## src/rtl/cla_sub_pipe_32bit_pkg.sv

```systemverilog
// Shared constants and helpers for the pipelined carry-look-ahead subtractor.
package cla_sub_pipe_32bit_pkg;

  localparam int SLICE_W    = 4;
  localparam int NUM_STAGES = 2;

  // Signed overflow of a - b: operand signs differ and the result sign differs from a.
  function automatic logic sub_overflow(input logic a_msb, input logic b_msb, input logic d_msb);
    return (a_msb ^ b_msb) & (d_msb ^ a_msb);
  endfunction

endpackage

```

## src/rtl/carry_look_ahead_4bit.sv

```systemverilog
// 4-bit carry-look-ahead adder slice: sum = a + b + cin with all carries
// formed directly from generate/propagate terms.
module carry_look_ahead_4bit (
  input  logic [3:0] a,
  input  logic [3:0] b,
  input  logic       cin,
  output logic [3:0] sum,
  output logic       cout
);

  logic [3:0] g_s;
  logic [3:0] p_s;
  logic [4:0] c_s;

  assign g_s = a & b;
  assign p_s = a ^ b;

  assign c_s[0] = cin;
  assign c_s[1] = g_s[0] | (p_s[0] & cin);
  assign c_s[2] = g_s[1] | (p_s[1] & g_s[0]) | (p_s[1] & p_s[0] & cin);
  assign c_s[3] = g_s[2] | (p_s[2] & g_s[1]) | (p_s[2] & p_s[1] & g_s[0])
                | (p_s[2] & p_s[1] & p_s[0] & cin);
  assign c_s[4] = g_s[3] | (p_s[3] & g_s[2]) | (p_s[3] & p_s[2] & g_s[1])
                | (p_s[3] & p_s[2] & p_s[1] & g_s[0])
                | (p_s[3] & p_s[2] & p_s[1] & p_s[0] & cin);

  assign sum  = p_s ^ c_s[3:0];
  assign cout = c_s[4];

endmodule

```

## src/rtl/cla_sub_pipe_32bit.sv

```systemverilog
// Two-stage pipelined subtractor Diff = A - B - bin built from 4-bit CLA slices,
// low half in stage 1, high half plus flags in stage 2, valid/ready handshake.
module cla_sub_pipe_32bit
  import cla_sub_pipe_32bit_pkg::*;
#(
  parameter int WIDTH = 32
) (
  input  logic             clk,
  input  logic             rst_n,
  input  logic             in_valid,
  output logic             in_ready,
  input  logic [WIDTH-1:0] A,
  input  logic [WIDTH-1:0] B,
  input  logic             bin,
  output logic             out_valid,
  input  logic             out_ready,
  output logic [WIDTH-1:0] Diff,
  output logic             bout,
  output logic             OF
);

  localparam int HALF = WIDTH / 2;
  localparam int NSL  = HALF / SLICE_W;

  logic             s1_valid_r;
  logic [HALF-1:0]  s1_a_hi_r;
  logic [HALF-1:0]  s1_b_hi_r;
  logic [HALF-1:0]  s1_lo_r;
  logic             s1_carry_r;

  logic             s2_valid_r;
  logic [WIDTH-1:0] diff_r;
  logic             bout_r;
  logic             of_r;

  logic             s1_adv_s;
  logic             s2_adv_s;
  logic             accept_s;

  logic [WIDTH-1:0] b_inv_s;
  logic [NSL:0]     c1_s;
  logic [HALF-1:0]  lo_s;
  logic [HALF-1:0]  b_hi_inv_s;
  logic [NSL:0]     c2_s;
  logic [HALF-1:0]  hi_s;

  assign s2_adv_s = ~s2_valid_r | out_ready;
  assign s1_adv_s = ~s1_valid_r | s2_adv_s;
  assign accept_s = in_valid & s1_adv_s;

  assign in_ready  = s1_adv_s;
  assign out_valid = s2_valid_r;
  assign Diff      = diff_r;
  assign bout      = bout_r;
  assign OF        = of_r;

  // Subtraction as A + ~B + ~bin; the inverted borrow-in is the initial carry.
  assign b_inv_s    = ~B;
  assign c1_s[0]    = ~bin;
  assign b_hi_inv_s = ~s1_b_hi_r;
  assign c2_s[0]    = s1_carry_r;

  for (genvar i = 0; i < NSL; i++) begin : g_lo
    carry_look_ahead_4bit u_cla (
      .a    (A[i*SLICE_W +: SLICE_W]),
      .b    (b_inv_s[i*SLICE_W +: SLICE_W]),
      .cin  (c1_s[i]),
      .sum  (lo_s[i*SLICE_W +: SLICE_W]),
      .cout (c1_s[i+1])
    );
  end

  for (genvar i = 0; i < NSL; i++) begin : g_hi
    carry_look_ahead_4bit u_cla (
      .a    (s1_a_hi_r[i*SLICE_W +: SLICE_W]),
      .b    (b_hi_inv_s[i*SLICE_W +: SLICE_W]),
      .cin  (c2_s[i]),
      .sum  (hi_s[i*SLICE_W +: SLICE_W]),
      .cout (c2_s[i+1])
    );
  end

  // Stage valid flags: each stage takes its upstream valid whenever it advances.
  always_ff @(posedge clk or negedge rst_n) begin
    if (!rst_n) begin
      s1_valid_r <= 1'b0;
      s2_valid_r <= 1'b0;
    end else begin
      if (s1_adv_s) s1_valid_r <= in_valid;
      if (s2_adv_s) s2_valid_r <= s1_valid_r;
    end
  end

  // Stage 1 data: low result, mid carry and the untouched high operand halves.
  always_ff @(posedge clk or negedge rst_n) begin
    if (!rst_n) begin
      s1_a_hi_r  <= {HALF{1'b0}};
      s1_b_hi_r  <= {HALF{1'b0}};
      s1_lo_r    <= {HALF{1'b0}};
      s1_carry_r <= 1'b0;
    end else if (accept_s) begin
      s1_a_hi_r  <= A[WIDTH-1:HALF];
      s1_b_hi_r  <= B[WIDTH-1:HALF];
      s1_lo_r    <= lo_s;
      s1_carry_r <= c1_s[NSL];
    end
  end

  // Output registers: hold while a result is offered but not taken.
  always_ff @(posedge clk or negedge rst_n) begin
    if (!rst_n) begin
      diff_r <= {WIDTH{1'b0}};
      bout_r <= 1'b0;
      of_r   <= 1'b0;
    end else if (s2_adv_s && s1_valid_r) begin
      diff_r <= {hi_s, s1_lo_r};
      bout_r <= ~c2_s[NSL];
      of_r   <= sub_overflow(s1_a_hi_r[HALF-1], s1_b_hi_r[HALF-1], hi_s[HALF-1]);
    end
  end

endmodule
```

## config.mk

```make
export PLATFORM = sky130hd
export DESIGN_NAME = cla_sub_pipe_32bit
export DESIGN_NICKNAME = d
export VERILOG_FILES = /design/src/rtl/cla_sub_pipe_32bit_pkg.sv /design/src/rtl/carry_look_ahead_4bit.sv /design/src/rtl/cla_sub_pipe_32bit.sv
export SDC_FILE = /design/constraint.sdc
export NUM_CORES = 1
export LEC_CHECK = 0
export CORE_MARGIN = 5
export CORE_UTILIZATION = 25
export DETAILED_ROUTE_END_ITERATION = 12
export RECOVER_POWER = 25
export SYNTH_ARGS = -nofsm -noshare
export SYNTH_HDL_FRONTEND = slang
export SYNTH_SLANG_ARGS = --single-unit
```

## constraint.sdc

```tcl
create_clock -name clk -period 2.7 [get_ports clk]
set_input_delay 0.54 -clock clk [delete_from_list [all_inputs] [get_ports clk]]
set_output_delay 0.54 -clock clk [all_outputs]
set_load 0.005 [all_outputs]
```

==> run metrics, run 1 <==
status=complete, but fails checks; failing checks=max-capacitance violations, max-slew violations; Synth area leader=dfrtp_1; WP buf/inv=2; Setup Fix Bufs, Post-CTS=0; die width=around 150 um; pre-CTS WS=-0.470 ns; Worst Setup SP=A[5]; number of global-route vias before repair=~4k; minimum clock period=2.63 ns; Min Hold Slack=between 0.4 and 0.5 ns; H-tree levels=3; initial core utilization=0.255; Skew-Pair Late Insertion Delay=approximately 0.34 ns; Die Height=between 100 and 150 um; Slew HR=-0.430; Max stage delay on crit path=~0.5 ns; CTS tree=done; critical path launch point type=input pin; static leakage=2.95 nW; Max Cap Viol=1; register-to-register path setup slack=~0.14 ns; Synth async-reset ratio=1.00; Yosys cell types=46; RePlAce Congestion=around 0.80; critical-path cell list=clkdlybuf4s50_1 > ha_4 > a2111o_1 > a21oi_2 > a21oi_2 > buf_4 > o211a_4 > or3_1 > a31o_1; CP Max Fanout=3; final-report hold violation count=0; gr ovfl total=0; post-detail-place hpwl=between 9000 and 10000 um; Reg-to-Reg Start=s1_a_hi_r[0]; ANT cells=0; crit path DAT=2.86 ns; IO Pins=105; post-route clock period utilization=0.972; # hold bufs at CTS=0; initial antenna violation count=0; largest buffer count on any clock path=2; Worst Skew=a little over 0.004 ns; global-route wire length before repair=slightly below 20000 um; Tot Pwr=4.58 mW; Wirelength per Cell=approximately 14 um; layout cell share with drive strength beyond 1=0.124; ranking of synthesized cells by instance count=nand2_1, dfrtp_1, o21ai_0, inv_1, ha_1; DRT iter0 DRCs=129; port bufs=~100; RSZ-0062 raised after global routing=yes; Layout area overhead=40.3%; Net count, final=slightly above 700; routed wire length=roughly 12000 um; post-synthesis sequential area ratio=0.465; Synth top area share=0.465; worst hold path depth=2; Netlist Area Pre-Place=about 4600 um2; crit end category=flop; Tightest Hold Check Type=reg2reg; cell count of the worst reg-to-reg path=9; dominant cells by area after synthesis=dfrtp_1, ha_1, nand2_1, o21ai_0, mux2_2; drt via density=roughly 4.5; drt pass-1 iters=4; drt drc=0; Yosys warnings=0; post-synthesis cell count=473; Die ar.=21100 um2; maximum VDD drop=roughly 0.32 mV; CP dominant cell by count=a21oi_2; Worst-Margin Slew=2.15 ns; Hold Path Origin=s1_lo_r[8]; antenna viol nets, final=0; clock transition at the registers of the reported paths=about 0.07 ns; Most used DFF post-synth=dfrtp_1; Core ar.=around 18000 um2; Slew Limit Fails=36; PD cells=about 710 nW/um2; CP delay by family, top=compound AO/OA/AOI/OAI gates; final std cells w/o fill=approximately 840; largest net degree at the start of global routing=37; total number of vias=3760; # rows=49; CP Class=in2reg; FF+latch count, synth=85; Filler cells=roughly 1.8k; Sink Count=85; highest-delay cell along the critical path=clkdlybuf4s50_1; top-count cell post-synth=nand2_1; number of CTS-inserted buffers=9; dpl cells=819; Req. time, crit path=just under 3 ns; R2R Path End=Diff[28]; overall global routing resource usage=0.115; EDFF count, synth=0; Fmax achieved=between 300 and 400 MHz; Root Driver=clkbuf_16; Core Util, Final=0.357; final-report setup violation count=0; hold worst-path end=s1_lo_r[8]; setup ws final=0.0744 ns; Synth Net Count=about 580; Syn Area/Cell=~9.7 um2
==> timing repair <==
action                     4_1_cts  5_1_grt
pin swaps                        2        6
resized for setup                2        9
setup endpoints to repair        3        9
==> tightest hold or removal path, stage by stage (launching register included) <==
cell	delay [ns]
dfrtp_1	0.34
nand2_1	0.05
o21ai_0	0.06
==> where the power goes <==
group          internal [mW]  leakage (nW)  total [mW]  switching [mW]
logic                  0.874          1.78        1.55           0.674
clock network          0.720         0.138        1.26           0.536
registers               1.59          1.03        1.77           0.183
==> cells in the final DEF, fill, tap and decap left out, types with 9 or more instances in the layout <==
cell type	synthesis	routed
a21oi_1	16	16
buf_4	0	26
clkbuf_16	0	9
clkdlybuf4s50_1	0	102
dfrtp_1	85	85
ha_1	32	31
inv_1	44	43
mux2_2	17	17
nand2_1	91	90
nor2_1	12	11
o21ai_0	52	49
xor2_1	11	11
==> per-stage QoR <==
| stage | TNS, ns | instance area [um2] |
|---|---|---|
| finish | 0 | 6420 |
| CTS | 0 | 6390 |
| floorplan | 0 | 4570 |
| detailed placement | -3.12 | 6080 |
| global route | -0.0418 | 6420 |
| global placement | -2.32 | 6080 |
==> cells by family after synthesis <==
| family | after synthesis | share of synthesized area |
|---|---|---|
| adder cells (fa/ha/maj) | 40 | 0.123 |
| multiplexers | 17 | 0.0418 |
| XOR/XNOR | 14 | 0.0268 |
| AO/OA/AOI/OAI | 113 | 0.155 |
| buffers and inverters | 59 | 0.0484 |
| AND/OR/NAND/NOR | 145 | 0.140 |
| flip-flops | 85 | 0.465 |
==> cell type report <==
type                       instances  area, um2  area share
tap                              229        287      0.0447
timing repair buffer             132       1270       0.198
sequential                        85       2130       0.332
clock buffer                       9        225      0.0351
multi-input combinational        329       2260       0.353
inverter                          44        165      0.0257
clock inverter                     7       75.1      0.0117
==> state kept, by name (all words and copies together), names as in the netlist <==
| name | flops |
|---|---|
| Diff | 32 |
| s1_a_hi_r | 16 |
| s1_b_hi_r | 16 |
| s1_lo_r | 16 |
| OF | 1 |
| bout | 1 |
| out_valid | 1 |
| s1_carry_r | 1 |
| s1_valid_r | 1 |
==> worst max-delay path by stage <==
| stage | end | cells after the start |
|---|---|---|
| 3_3_place_gp | s1_lo_r[12] | 11 |
| 2_1_floorplan | s1_lo_r[12] | 10 |
| 3_5_place_dp | s1_lo_r[13] | 12 |
| 5_1_grt | s1_lo_r[13] | 13 |
| 6_report | s1_lo_r[14] | 9 |
| 4_1_cts | s1_lo_r[12] | 11 |
==> layer usage <==
layer  part of all wire  wire (um)  global-route usage  vias to the layer above
li1                   -          -                   -                     1873
met5                  0          0                   0                        -
met4              0.021        250              0.0354                        0
met3              0.053        624              0.0365                       21
met1               0.44       5180               0.141                     1771
met2               0.49       5810               0.194                       95
(Power assumes the default switching activity.)
==> run 2, diff against run 1 <==
Settings changed: CAP_MARGIN set to 10.
==> results of run 2 <==
The final DEF is identical to that of run 1; final timing and power are the same.
